--- src/rtl/saber_mem_pkg.sv ---
// Shared constants and FSM state encoding for the Saber memory-side helpers.
package saber_mem_pkg;

  localparam int unsigned DATA_W = 64;
  localparam int unsigned ADDR_W = 9;
  localparam int unsigned LEN_W  = 10;

  typedef enum logic [2:0] {
    IDLE,
    RD0,
    RD1,
    CAP,
    WR,
    END,
    SCRUB,
    DONE
  } state_t;

endpackage

--- src/rtl/ct_select.sv ---
// Constant-time bitwise select: y = m ? b : a per bit, with no data-dependent mux.
module ct_select #(
  parameter int unsigned W = 64
) (
  input  logic [W-1:0] a,
  input  logic [W-1:0] b,
  input  logic [W-1:0] m,
  output logic [W-1:0] y
);

  assign y = a ^ (m & (a ^ b));

endmodule

--- src/rtl/cmov_write.sv ---
// Constant-time conditional move: dest[i] = sel ? B[i] : A[i], fixed 4-cycle-per-word schedule.
// Define CMOV_SCRUB_EN to clear operand and mask registers for one cycle before DONE.
module cmov_write #(
  parameter int unsigned DATA_W = saber_mem_pkg::DATA_W,
  parameter int unsigned ADDR_W = saber_mem_pkg::ADDR_W,
  parameter int unsigned LEN_W  = saber_mem_pkg::LEN_W
) (
  input  logic              clk,
  input  logic              rst,
  input  logic              start,
  input  logic              sel,
  input  logic [LEN_W-1:0]  ilen,
  output logic [ADDR_W-1:0] rd_address,
  output logic              rd_base_sel,
  input  logic [DATA_W-1:0] din,
  output logic              wr_en,
  output logic [ADDR_W-1:0] wr_address,
  output logic [DATA_W-1:0] dout,
  output logic              done
);

  import saber_mem_pkg::*;

  state_t            state, state_nxt;
  logic [LEN_W-1:0]  idx, len_reg;
  logic [DATA_W-1:0] a_reg, b_reg, mask;
  logic              accept, last;

  assign accept = start && ((state == IDLE) || (state == DONE));
  assign last   = (idx == (len_reg - LEN_W'(1)));

  always_comb begin
    state_nxt = state;
    case (state)
      IDLE, DONE: if (start) state_nxt = (ilen == '0) ? DONE : RD0;
      RD0:        state_nxt = RD1;
      RD1:        state_nxt = CAP;
      CAP:        state_nxt = WR;
      WR:         state_nxt = last ? END : RD0;
`ifdef CMOV_SCRUB_EN
      END:        state_nxt = SCRUB;
      SCRUB:      state_nxt = DONE;
`else
      END:        state_nxt = DONE;
`endif
      default:    state_nxt = IDLE;
    endcase
  end

  // sel is folded into a full-width mask at start so the datapath never branches on it.
  always_ff @(posedge clk or negedge rst) begin
    if (!rst) begin
      state   <= IDLE;
      idx     <= '0;
      len_reg <= '0;
      a_reg   <= '0;
      b_reg   <= '0;
      mask    <= '0;
    end else begin
      state <= state_nxt;
      if (accept) begin
        mask    <= {DATA_W{sel}};
        len_reg <= ilen;
        idx     <= '0;
      end
      if (state == RD1) a_reg <= din;
      if (state == CAP) b_reg <= din;
      if ((state == WR) && !last) idx <= idx + LEN_W'(1);
`ifdef CMOV_SCRUB_EN
      if (state == SCRUB) begin
        a_reg <= '0;
        b_reg <= '0;
        mask  <= '0;
      end
`endif
    end
  end

  assign rd_address  = idx[ADDR_W-1:0];
  assign wr_address  = idx[ADDR_W-1:0];
  assign rd_base_sel = (state == RD1);
  assign wr_en       = (state == WR);
  assign done        = (state == DONE);

  ct_select #(.W(DATA_W)) u_ct_select (
    .a (a_reg),
    .b (b_reg),
    .m (mask),
    .y (dout)
  );

endmodule

--- config.mk ---
export PLATFORM = sky130hd
export DESIGN_NAME = cmov_write
export DESIGN_NICKNAME = d
export VERILOG_FILES = /design/src/rtl/saber_mem_pkg.sv /design/src/rtl/ct_select.sv /design/src/rtl/cmov_write.sv
export SDC_FILE = /design/constraint.sdc
export NUM_CORES = 1
export LEC_CHECK = 0
export CORE_MARGIN = 5
export CORE_UTILIZATION = 46
export CTS_CLUSTER_DIAMETER = 60
export DETAILED_ROUTE_END_ITERATION = 16
export GPL_ROUTABILITY_DRIVEN = 0
export PLACE_DENSITY_LB_ADDON = 0.2
export RECOVER_POWER = 50
export SYNTH_ARGS = -nofsm -noshare
export SYNTH_HDL_FRONTEND = slang
export SYNTH_SLANG_ARGS = --single-unit
--- constraint.sdc ---
create_clock -name clk -period 1.9 [get_ports clk]
set_input_delay 0.38 -clock clk [delete_from_list [all_inputs] [get_ports clk]]
set_output_delay 0.38 -clock clk [all_outputs]
set_load 0.02 [all_outputs]
# Word-level counts from Yosys, hierarchy flattened
# Index checks and enable logic that the tools add are counted.
[totals] ram_bits=0 out_inout_bits=85 n_memories=0 elab_cells=33 reg_bits=152 mem_bits_ro=0 latch_bits=0
[op_classes] n_reduce_logical=8 n_div=0 multipliers=0 n_mux=6 n_eq_ne=8 n_lt_le_gt_ge=0 add_sub_neg=2 bitwise_logic=3 shift=0
[op_table] operator="64-bit XOR" count=2
[op_table] operator="64-bit bitwise AND" count=1
[op_table] operator="10-bit 2-to-1 mux" count=2
[op_table] operator="3-bit case mux with 6 select lines" count=1
[op_table] operator="10-bit by 1-bit adder with 10-bit output, second input constant" count=1
[op_table] operator="10-bit equality test" count=1
[op_table] operator="10-bit logical NOT" count=1
[op_table] operator="10-bit by 1-bit subtractor with 10-bit output, second input constant" count=1
[op_table] operator="3-bit equality test, second input constant" count=3
[op_table] operator="3-bit 2-to-1 mux" count=3
[op_table] operator="3-bit by 2-bit equality test with 1-bit output, second input constant" count=2
[op_table] operator="3-bit by 1-bit equality test with 1-bit output, second input constant" count=1
[op_table] operator="3-bit logical NOT" count=1
[op_table] operator="1-bit logical AND" count=2
[op_table] operator="2-bit inequality test, second input constant" count=1
[op_table] operator="2-bit nonzero test" count=1
[op_table] operator="2-bit OR reduction" count=1
[op_table] operator="1-bit logical NOT" count=1
[op_table] operator="1-bit logical OR" count=1

# Logic depth before layout (Yosys ltp)
# Gate-level depths: netlist of run 1.
[logic_depth] depth_word=5 ltp_mapped=9

# Modules after synthesis
# Synthesis of run 1 repeated with hierarchy kept, for this count alone.
[unflattened] hier_cells=511 area_unflattened_um2=7363.3
[modules_own_cells] module="cmov_write" seq_area_each_um2=3803.6 n_inst=1 area_each_um2=6402.4 cells_per_inst=447
[modules_own_cells] module="ct_select" seq_area_each_um2=0.0 n_inst=1 area_each_um2=960.9 cells_per_inst=64

# Least setup slack after synthesis of run 1
# No wires, ideal clock.
[synth_timing] kind="register -> register" from="register len_reg[0]" to="register idx[8]" required_ns=1.760 path_stages_with_launch=10 arrival_ns=1.902 path_buffers=1 synth_period_minus_slack_ns=2.041 setup_slack_ns=-0.141 path_cell_list="dfrtp_1 -> inv_1 -> ha_1 -> nor3b_2 -> a221o_1 -> and3_1 -> a211o_1 -> buf_6 -> nand2_4 -> o221ai_2"
[synth_between] elab_chain_cells=5
[synth_lines] element="from (decl)" line_no="cmov_write.sv:25" rtl="logic [LEN_W-1:0] idx, len_reg;"
[synth_lines] element="from (signal assigned)" line_no="cmov_write.sv:63" rtl="len_reg <= ilen;"
[synth_lines] element="10-bit by 1-bit subtractor with 10-bit output (*)" line_no="cmov_write.sv:30" rtl="assign last = (idx == (len_reg - LEN_W'(1)));"
[synth_lines] element="10-bit equality test (*)" line_no="cmov_write.sv:30"
[synth_lines] element="1-bit logical NOT (*)" line_no="cmov_write.sv:68" rtl="if ((state == WR) && !last) idx <= idx + LEN_W'(1);"
[synth_lines] element="1-bit logical AND (*)" line_no="cmov_write.sv:68"
[synth_lines] element="10-bit 2-to-1 mux or 2-bit nonzero test (tied branches)"
[synth_lines] element="to (signal assigned)" line_no="cmov_write.sv:68"
[synth_lines] element="to (decl)" line_no="cmov_write.sv:25"
# Every way passes the cells marked *; elsewhere a longest branch is shown, timed or not.
# A chain may end at the register's enable or synchronous reset.

# Worst setup path after layout of run 1
[layout_timing] from="register len_reg[1]" to="register idx[7]"
# The elaborated chain is that of the path after synthesis.

==> results by stage, run 1 <==
Status:
- The flow ran to the end, but the final reports show violations.
- The final reports fail on setup timing.

Pwr:
- For this design the static power due to leakage is 4.74 nW.
- VDD sags by at most 1360 uV.
- The power per cell area is 2060 nW/um^2.

Finish:
- The number of nets in the finished design is between 800 and 900.
- The top cell types in the final layout, fill and taps aside, are dfrtp_1, mux2_2, clkdlybuf4s50_1.
- The post-route cell area is between 10000 and 15000 sq um.
- Measured on the finished design, the core utilization comes to 69.2%.
- The number of inserted filler cells in the final layout is 1094.
- The final antenna diode count is 0.
- The sequential cells in the finished layout cover a total of 3810 sq um.
- In the final layout, the multi-input gates occupy ~3400 sq um.
- The ratio of cells with drive above 1 in the final layout is 52.9%.
- The relative area change from synthesis to final layout is 46.4%.
- The most common cell after layout, fill and taps aside is dfrtp_1.

Setup path:
- The reg2reg setup slack is -0.22 ns.
- At the worst endpoint, the required time is ~2.2 ns.
- The launching element type of the critical path is a register.
- The maximum fanout encountered on the critical timing path is 7.
- The kind of capture point of the worst setup path is a register.
- The source of the worst register-to-register timing path is len_reg[1].
- At the worst endpoint, the arrival time is 2.45 ns.
- The type of the worst setup path is reg -> reg.
- The worst register-to-register path ends at idx[7].
- Counting cells, the worst reg-to-reg path comes to 8.

Timing:
- Dividing the final minimum period by the clock period gives 112%.
- The final total negative setup slack is -7.80 ns.
- The transition time of the tightest slew-check pin is about 1.3 ns.
- The final count of negative-setup-slack endpoints is 76.
- The normalized max-slew margin is between 10% and 20%.
- The setup slack of the critical path after layout is -0.224 ns.
- The number of failing hold endpoints at the final stage was 0.
- Setup repair after global routing could not meet its margin everywhere.
- The timing-limited maximum frequency is 471 MHz.
- The final period demand of the worst path is 2.12 ns.
- On the final layout, the worst clock skew is between 0.009 and 0.01 ns.
- The number of pins exceeding their max-slew limit in the final report is 0.
- The worst hold slack after final layout is 0.242 ns.

Run:
- The max-capacitance violation count is 0.

Logic synthesis:
- Yosys attributes the largest share of cell area to dfrtp_1, mux2_2, buf_4.
- The number of flip-flops and latches in the synthesized netlist is 152.
- The synthesized design contains 0 enable-type register cells.
- The total number of yosys warnings is 0.
- In the synthesized netlist, the number of instances is 526.
- After synthesis, flip-flops and latches occupy about 53% of the total area.
- In the synthesized netlist the dominant register cell turns out to be dfrtp_1.
- The average footprint of a synthesized cell is 13.8 sq um.
- The total standard cell area after synthesis is 7240 sq um.
- After synthesis, the share of flip-flops with an asynchronous set or reset is 100%.
- Of the post-synthesis cell area, the dominant cell type holds 52.6%.
- The biggest area contributor in the post-synthesis netlist is dfrtp_1.
- The number of different library cells used by synthesis comes to approximately 50.
- When the netlist entered floorplanning its net count stood at 606.

Floorplan:
- The starting density of the core is 47.2%.
- The horizontal die dimension is 135 microns.
- The region available for standard cell placement spans 15300 sq um.
- The die is approximately 140 microns tall.
- The floorplan has 45 rows.
- The area of the die is 18300 sq um.
- The top-level I/O count is 163.

Routing:
- The detailed router placed 4949 vias in this run.
- After detailed routing, the number of remaining DRC violations is 0.
- The first routing iteration left 171 violations.
- The detailed-routed wire length on met2 is 9220 microns.
- The number of detailed-route iterations in the first pass is 4.
- For this block, wires on met1 add up to ~7400 microns.
- The detailed-routed wire length on met3 is about 1100 microns.
- The antenna violation net count after detailed routing is 0.
- Using the TritonRoute via totals, the vias-per-cell ratio works out to 5.21.
- The top metal layer carrying routed signals is met4.
- After detailed routing, the average wire length per cell comes to 18.8 microns.
- Summed over all layers, the routed wires come to 17800 microns.

CTS:
- TritonCTS built the clock tree.
- The tree is rooted in a clkbuf_16.
- Clock-pin slew was measured on the worst setup and hold paths at 0.06 ns.
- The total clock sinks is ~150.
- The source-to-sink clock delay at the later pin of the worst-skew pair is between 0.4 and 0.5 ns.
- The H-tree was split into 4 levels.
- The TritonCTS buffer count is 17.
- The worst-case clock buffer depth is 2.

Global route:
- Entering global routing, the biggest net connects 65 pins.
- The number of global-route vias before repair is 5360.
- The initial antenna violation count was 0.
- The global routing usage summed across all routing layers is 18.8%.
- The remaining global-route overflow is 0.
- The wire length of the first global-routing pass is about 27000 microns.

Place:
- Port buffering added 162 buffers.
- The estimated wirelength of the detail-placed design is 11600 microns.
- The pre-CTS setup slack is -0.531 ns.
- In this run the cell area measured after placement is 9310 sq um.

Hold path:
- The worst hold path was traced through 2 stages.
- The end point of the worst hold path is len_reg[3].
- The min-delay analysis places its worst path in the category in -> reg.
- The source of the worst hold timing path is ilen[3].
==> where the power goes <==
group	total, mW	internal, mW	switching [mW]
clock	3.52	2.15	1.37
combinational	12.4	7.23	5.18
sequential	5.86	4.88	0.981
==> cell families after synthesis <==
group | count (synthesis) | share of synthesized area, %
simple gates | 64 | 4.95
fa+ha+maj | 2 | 0.346
flops | 152 | 52.6
xor+xnor | 17 | 2.25
compound gates | 28 | 3.54
buf+inv | 58 | 4.46
mux | 205 | 31.9
==> critical path, cell delays in order (launching register included) <==
cell and delay, ns:
dfrtp_1 0.42, inv_1 0.08, ha_2 0.17, nor3b_4 0.27, xnor2_1 0.16, nand4_1 0.26, a211oi_4 0.33, o21ai_4 0.15
o221ai_2 0.20
==> cells in the mapped netlist (2+ instances only) <==
master / instances
a21oi_1: 3
and2_1: 2
and3_1: 3
buf_2: 12
buf_4: 18
buf_6: 3
clkbuf_1: 13
dfrtp_1: 152
ha_1: 2
inv_1: 11
mux2_1: 6
mux2_2: 198
nand2_1: 11
nand2b_1: 2
nand3_1: 10
nand4_1: 5
nor2_1: 11
nor2b_1: 2
nor3_1: 3
nor4_1: 2
o211ai_1: 2
o21ai_0: 3
o21ai_1: 6
o221ai_2: 4
or4_1: 4
xnor2_1: 9
xor2_1: 7
==> layer usage <==
| layer | vias up | global-route usage, % |
|---|---|---|
| met5 | - | 0 |
| met4 | 0 | 4.42 |
| met3 | 14 | 6.35 |
| met2 | 119 | 32.4 |
| met1 | 2532 | 22.9 |
| li1 | 2284 | - |
==> how the worst max path moves through the flow <==
stage / startpoint / end / depth (start not counted)
after floorplan: len_reg[0] / idx[8] / 9
after global placement: ilen[1] / state[2] / 8
after detailed placement: ilen[1] / state[2] / 8
after CTS: len_reg[1] / idx[7] / 8
after global routing: len_reg[1] / idx[7] / 8
final: len_reg[1] / idx[7] / 8
==> repair_timing <==
action | 4_1_cts | 5_1_grt
endpoints found under the hold margin | 43 | 0
setup endpoints to repair | 97 | 80
hold buffers | 1 | 0
buffers inserted | 6 | 3
gates cloned | 2 | 7
resized for setup | 302 | 213
pin swaps | 5 | 4
==> through the flow <==
stage	instances	power, mW
2_1_floorplan	526	12.2
3_3_place_gp	900	16.0
3_5_place_dp	900	16.3
4_1_cts	940	19.5
5_1_grt	950	22.9
6_report	950	21.8
==> area by class of cell <==
cell class,count,area share (%)
clock buffers,19,4.28
clock inverters,13,1.61
inverters,12,0.425
multi-input cells,317,32.3
flip-flops and latches,152,35.9
well taps,211,2.49
repair buffers,226,22.9
(Power assumes the default switching activity.)
==> run 2, diff against run 1 <==
--- a/config.mk
+++ b/config.mk
@@ -7,4 +7,6 @@
 export LEC_CHECK = 0
+export CELL_PAD_IN_SITES_DETAIL_PLACEMENT = 2
+export CELL_PAD_IN_SITES_GLOBAL_PLACEMENT = 2
 export CORE_MARGIN = 5
-export CORE_UTILIZATION = 46
+export CORE_UTILIZATION = 31
 export CTS_CLUSTER_DIAMETER = 60
==> constraint.sdc (replaced) <==
create_clock -name clk -period 1.9 [get_ports clk]
set_input_delay 0.57 -clock clk [delete_from_list [all_inputs] [get_ports clk]]
set_output_delay 0.57 -clock clk [all_outputs]
set_load 0.02 [all_outputs]
==> run 2 against run 1 <==
  * Register-to-register slack got worse by 0.04 ns
  * The run still ends with setup timing left
  * Critical endpoint is now dout[52]
  * Clock power decreased by 7.4%
  * Sequential cell count did not move
  * Worst setup slack worse by 0.15 ns
==> results by stage, run 2 (same netlist as run 1, synthesis figures left out) <==
Status:
- The run finished, with violations left.
- The final reports fail on setup timing.

Pwr:
- The overall power after layout is 22.4 mW (+2.7%).
- The total leakage power came to 4.84 nW (+2.1%).
- The power per cell area came to 2040 nW/um^2 (-0.78%).
- The peak ir drop on the vdd network is 887 uV (-35%).

Setup path:
- The worst setup path is of the reg -> out kind.
- The critical path data required time is 1.33 ns (-0.90 ns).
- Following the worst setup path forward leads to its endpoint at dout[52].
- The launching element type of the critical path is a register.
- Traced cell by cell, the critical path runs through buf_8, clkbuf_16, mux2_4, buf_6.
- For this design, the slowest cell found on the critical path is dfrtp_2.
- The number of buffer and inverter instances along the worst setup path is 3 (+2).
- The delay of the slowest cell on the worst path is 0.48 ns (+0.06 ns).
- The depth of the worst register-to-register path is 9 (+1).
- The start point of the critical path is mask[0].
- The capturing point of the worst reg2reg path is idx[2].
- The total number of cells along the worst setup path was 4 (-4).
- STA classifies the critical path endpoint as a primary output.
- The arrival time of data at the critical path endpoint is 1.70 ns (-0.75 ns).
- The reg2reg setup slack is -0.26 ns (-0.04 ns).
- The kind of cell adding the most delay to the critical path is flip-flops.
- The maximum fanout encountered on the critical timing path is 5 (-2).
- In this run the critical register-to-register path is launched from len_reg[0].

Global route:
- The wire length of the first global-routing pass is 34200 microns (+25%).
- The number of global-route vias before repair is 6040 (+13%).
- The maximum number of pins on one net before global-route repair is 49 (-25%).
- The remaining global-route overflow is 0 (unchanged).
- The initial antenna violation count is 1 (+1).
- The global routing usage summed across all routing layers is 16.6% (-2.2 points).

Finish:
- The number of inserted filler cells in the final layout came to 2212 (+100%).
- The relative area change from synthesis to final layout is 51.6%.
- The library cells used most frequently in the layout, excluding fill and tap cells, are dfrtp_1, mux2_2, buf_6.
- The most common cell after layout, fill and taps aside is dfrtp_1.
- The ratio of cells with drive above 1 in the final layout is 57.1% (+4.1 points).
- The number of nets in the finished design is 841 (+4.3%).

CTS:
- The cell at the root of the clock tree is clkbuf_16.
- The worst-case clock buffer depth is 2 (unchanged).
- The TritonCTS clock tree is yes.
- The number of H-tree levels came to 4 (unchanged).
- The total clock sinks came to 152 (unchanged).
- The source-to-sink clock delay at the later pin of the worst-skew pair is 0.43 ns (+0.02 ns).
- The TritonCTS buffer count was 17 (unchanged).
- The clock edge transition at the registers on the reported setup and hold paths was 0.07 ns (about the same).

Timing:
- The transition time of the tightest slew-check pin was 1.26 ns (-0.0190 ns).
- The setup clock skew after layout is 0.0142 ns (+0.00426 ns).
- The setup slack of the critical path after layout is -0.374 ns (-0.150 ns).
- The number of pins exceeding their max-slew limit in the final report is 0 (unchanged).
- The number of failing hold endpoints at the final stage came to 0 (unchanged).
- The final count of negative-setup-slack endpoints is 79 (+3.9%).
- The normalized max-slew margin is 16.1% (+1.3 points).
- Setup repair after global routing could not meet its margin everywhere.
- The final period demand of the worst path is 2.27 ns (+0.150 ns).
- The timing-limited maximum frequency is 440 MHz (-6.6%).
- The portion of the clock cycle consumed by the worst path in the final layout is 120% (+7.9 points).
- The worst hold slack after final layout is 0.389 ns (+0.147 ns).

Routing:
- The number of detailed-route iterations in the first pass is 4 (unchanged).
- The detailed-routed wire length on met3 was 1250 microns (+14%).
- The routed wirelength normalized by instance count came to 20.5 microns (+9.4%).
- The routed wire length came to 22400 microns (+26%).
- The post-route met1 wirelength was 8770 microns (+19%).
- The average vias per placed instance is 4.68 (-10%).
- The antenna violation net count after detailed routing is 0 (unchanged).
- The post-route DRC violation count is 0 (unchanged).
- After detailed routing, no signal wire sits above met5.
- The vias after detailed routing is 5111 (+3.3%).
- The starting DRC count in detailed routing is 110 (-36%).
- The detailed-routed wire length on met2 is 12000 microns (+31%).

Place:
- The pre-CTS setup slack is -0.741 ns (-0.210 ns).
- The number of buffer cells added on primary ports is 162 (unchanged).
- The estimated wirelength of the detail-placed design is 15200 microns (+31%).

Floorplan:
- The starting density of the core is 31.2% (-16 points).
- The horizontal die dimension is 163 microns (+20%).
- The number of placement rows is 56 (+24%).
- The area of the die is 26500 sq um (+44%).
- The overall die height is 163 microns (+20%).
- The core area is 23200 sq um (+51%).
- The top-level I/O count came to 163 (unchanged).

Hold path:
- In this run the worst hold path is classified as in -> async.

Run:
- The max-capacitance violation count is 0 (unchanged).
run 2: changes by cell type in the layout (fill, tap and decap cells not counted), moves of 4 or more:
cell             delta
buf_4              +25
dlygate4sd2_1       -8
clkdlybuf4s15_1     +6
buf_6               +4
o21ai_2             +4
inv_6               +5
clkdlybuf4s50_1     -5
buf_2               +7
nand3_1             -4
buf_12              +5
clkdlybuf4s15_2     +4
run 2: routing by layer:
metal  vias up  global-route usage [%]
met5         -                       0
met4         2                    4.88
met3        27                    5.24
met2       117                    29.6
met1      2636                    19.0
li1       2329                       -
run 2: timing repair:
action                     CTS  global route
cloned                       3             3
setup endpoints to repair   99            91
resized for setup          380           160
hold buffers                 0             0
pin swaps                   11             6
setup buffers               12            17
run 2: cell type report:
cell class / instances / area, sq um / area share, %
Clock inverter: 14 / 133 / 1.21
Multi-Input combinational cell: 316 / 3460 / 31.5
Timing Repair Buffer: 262 / 2700 / 24.6
Tap cell: 319 / 399 / 3.64
Antenna cell: 1 / 2.50 / 0.0228
Inverter: 12 / 45.0 / 0.411
Sequential cell: 152 / 3810 / 34.7
Clock buffer: 17 / 425 / 3.88
run 2: power by group:
part,switching [mW],leakage (nW),internal [mW]
clock,1.53,0.274,1.73
combinational,5.58,2.77,7.63
sequential,1.05,1.80,4.88
run 2: metrics by stage:
stage | util, % | instance area (sq um) | std cells | setup TNS, ns
3_5_place_dp | 41.7 | 9660 | 1027 | -21.32
2_1_floorplan | - | 7270 | 526 | -0.478
5_1_grt | 47.3 | 11000 | 1092 | -33.51
4_1_cts | 44.8 | 10400 | 1073 | -26.19
3_3_place_gp | 41.7 | 9660 | 1027 | -21.14
6_report | 47.3 | 11000 | 1093 | -23.62
run 2: worst reg2reg max path: cells and delay by family (launching register included):
kind | cells | cell delay, ns
AO/OA/AOI/OAI | 4 | 0.89
flip-flops | 1 | 0.41
AND/OR/NAND/NOR | 2 | 0.37
buffers and inverters | 2 | 0.20
adder cells (fa/ha/maj) | 1 | 0.17
run 2: how the worst min path moves through the flow:
stage | cells after the start | endpoint | from
detailed placement | 1 | b_reg[6] | b_reg[6]
CTS | 1 | b_reg[11] | rst
global route | 2 | len_reg[2] | ilen[2]
floorplan | 0 | a_reg[0] | rst
global placement | 1 | b_reg[3] | b_reg[3]
finish | 1 | a_reg[11] | rst
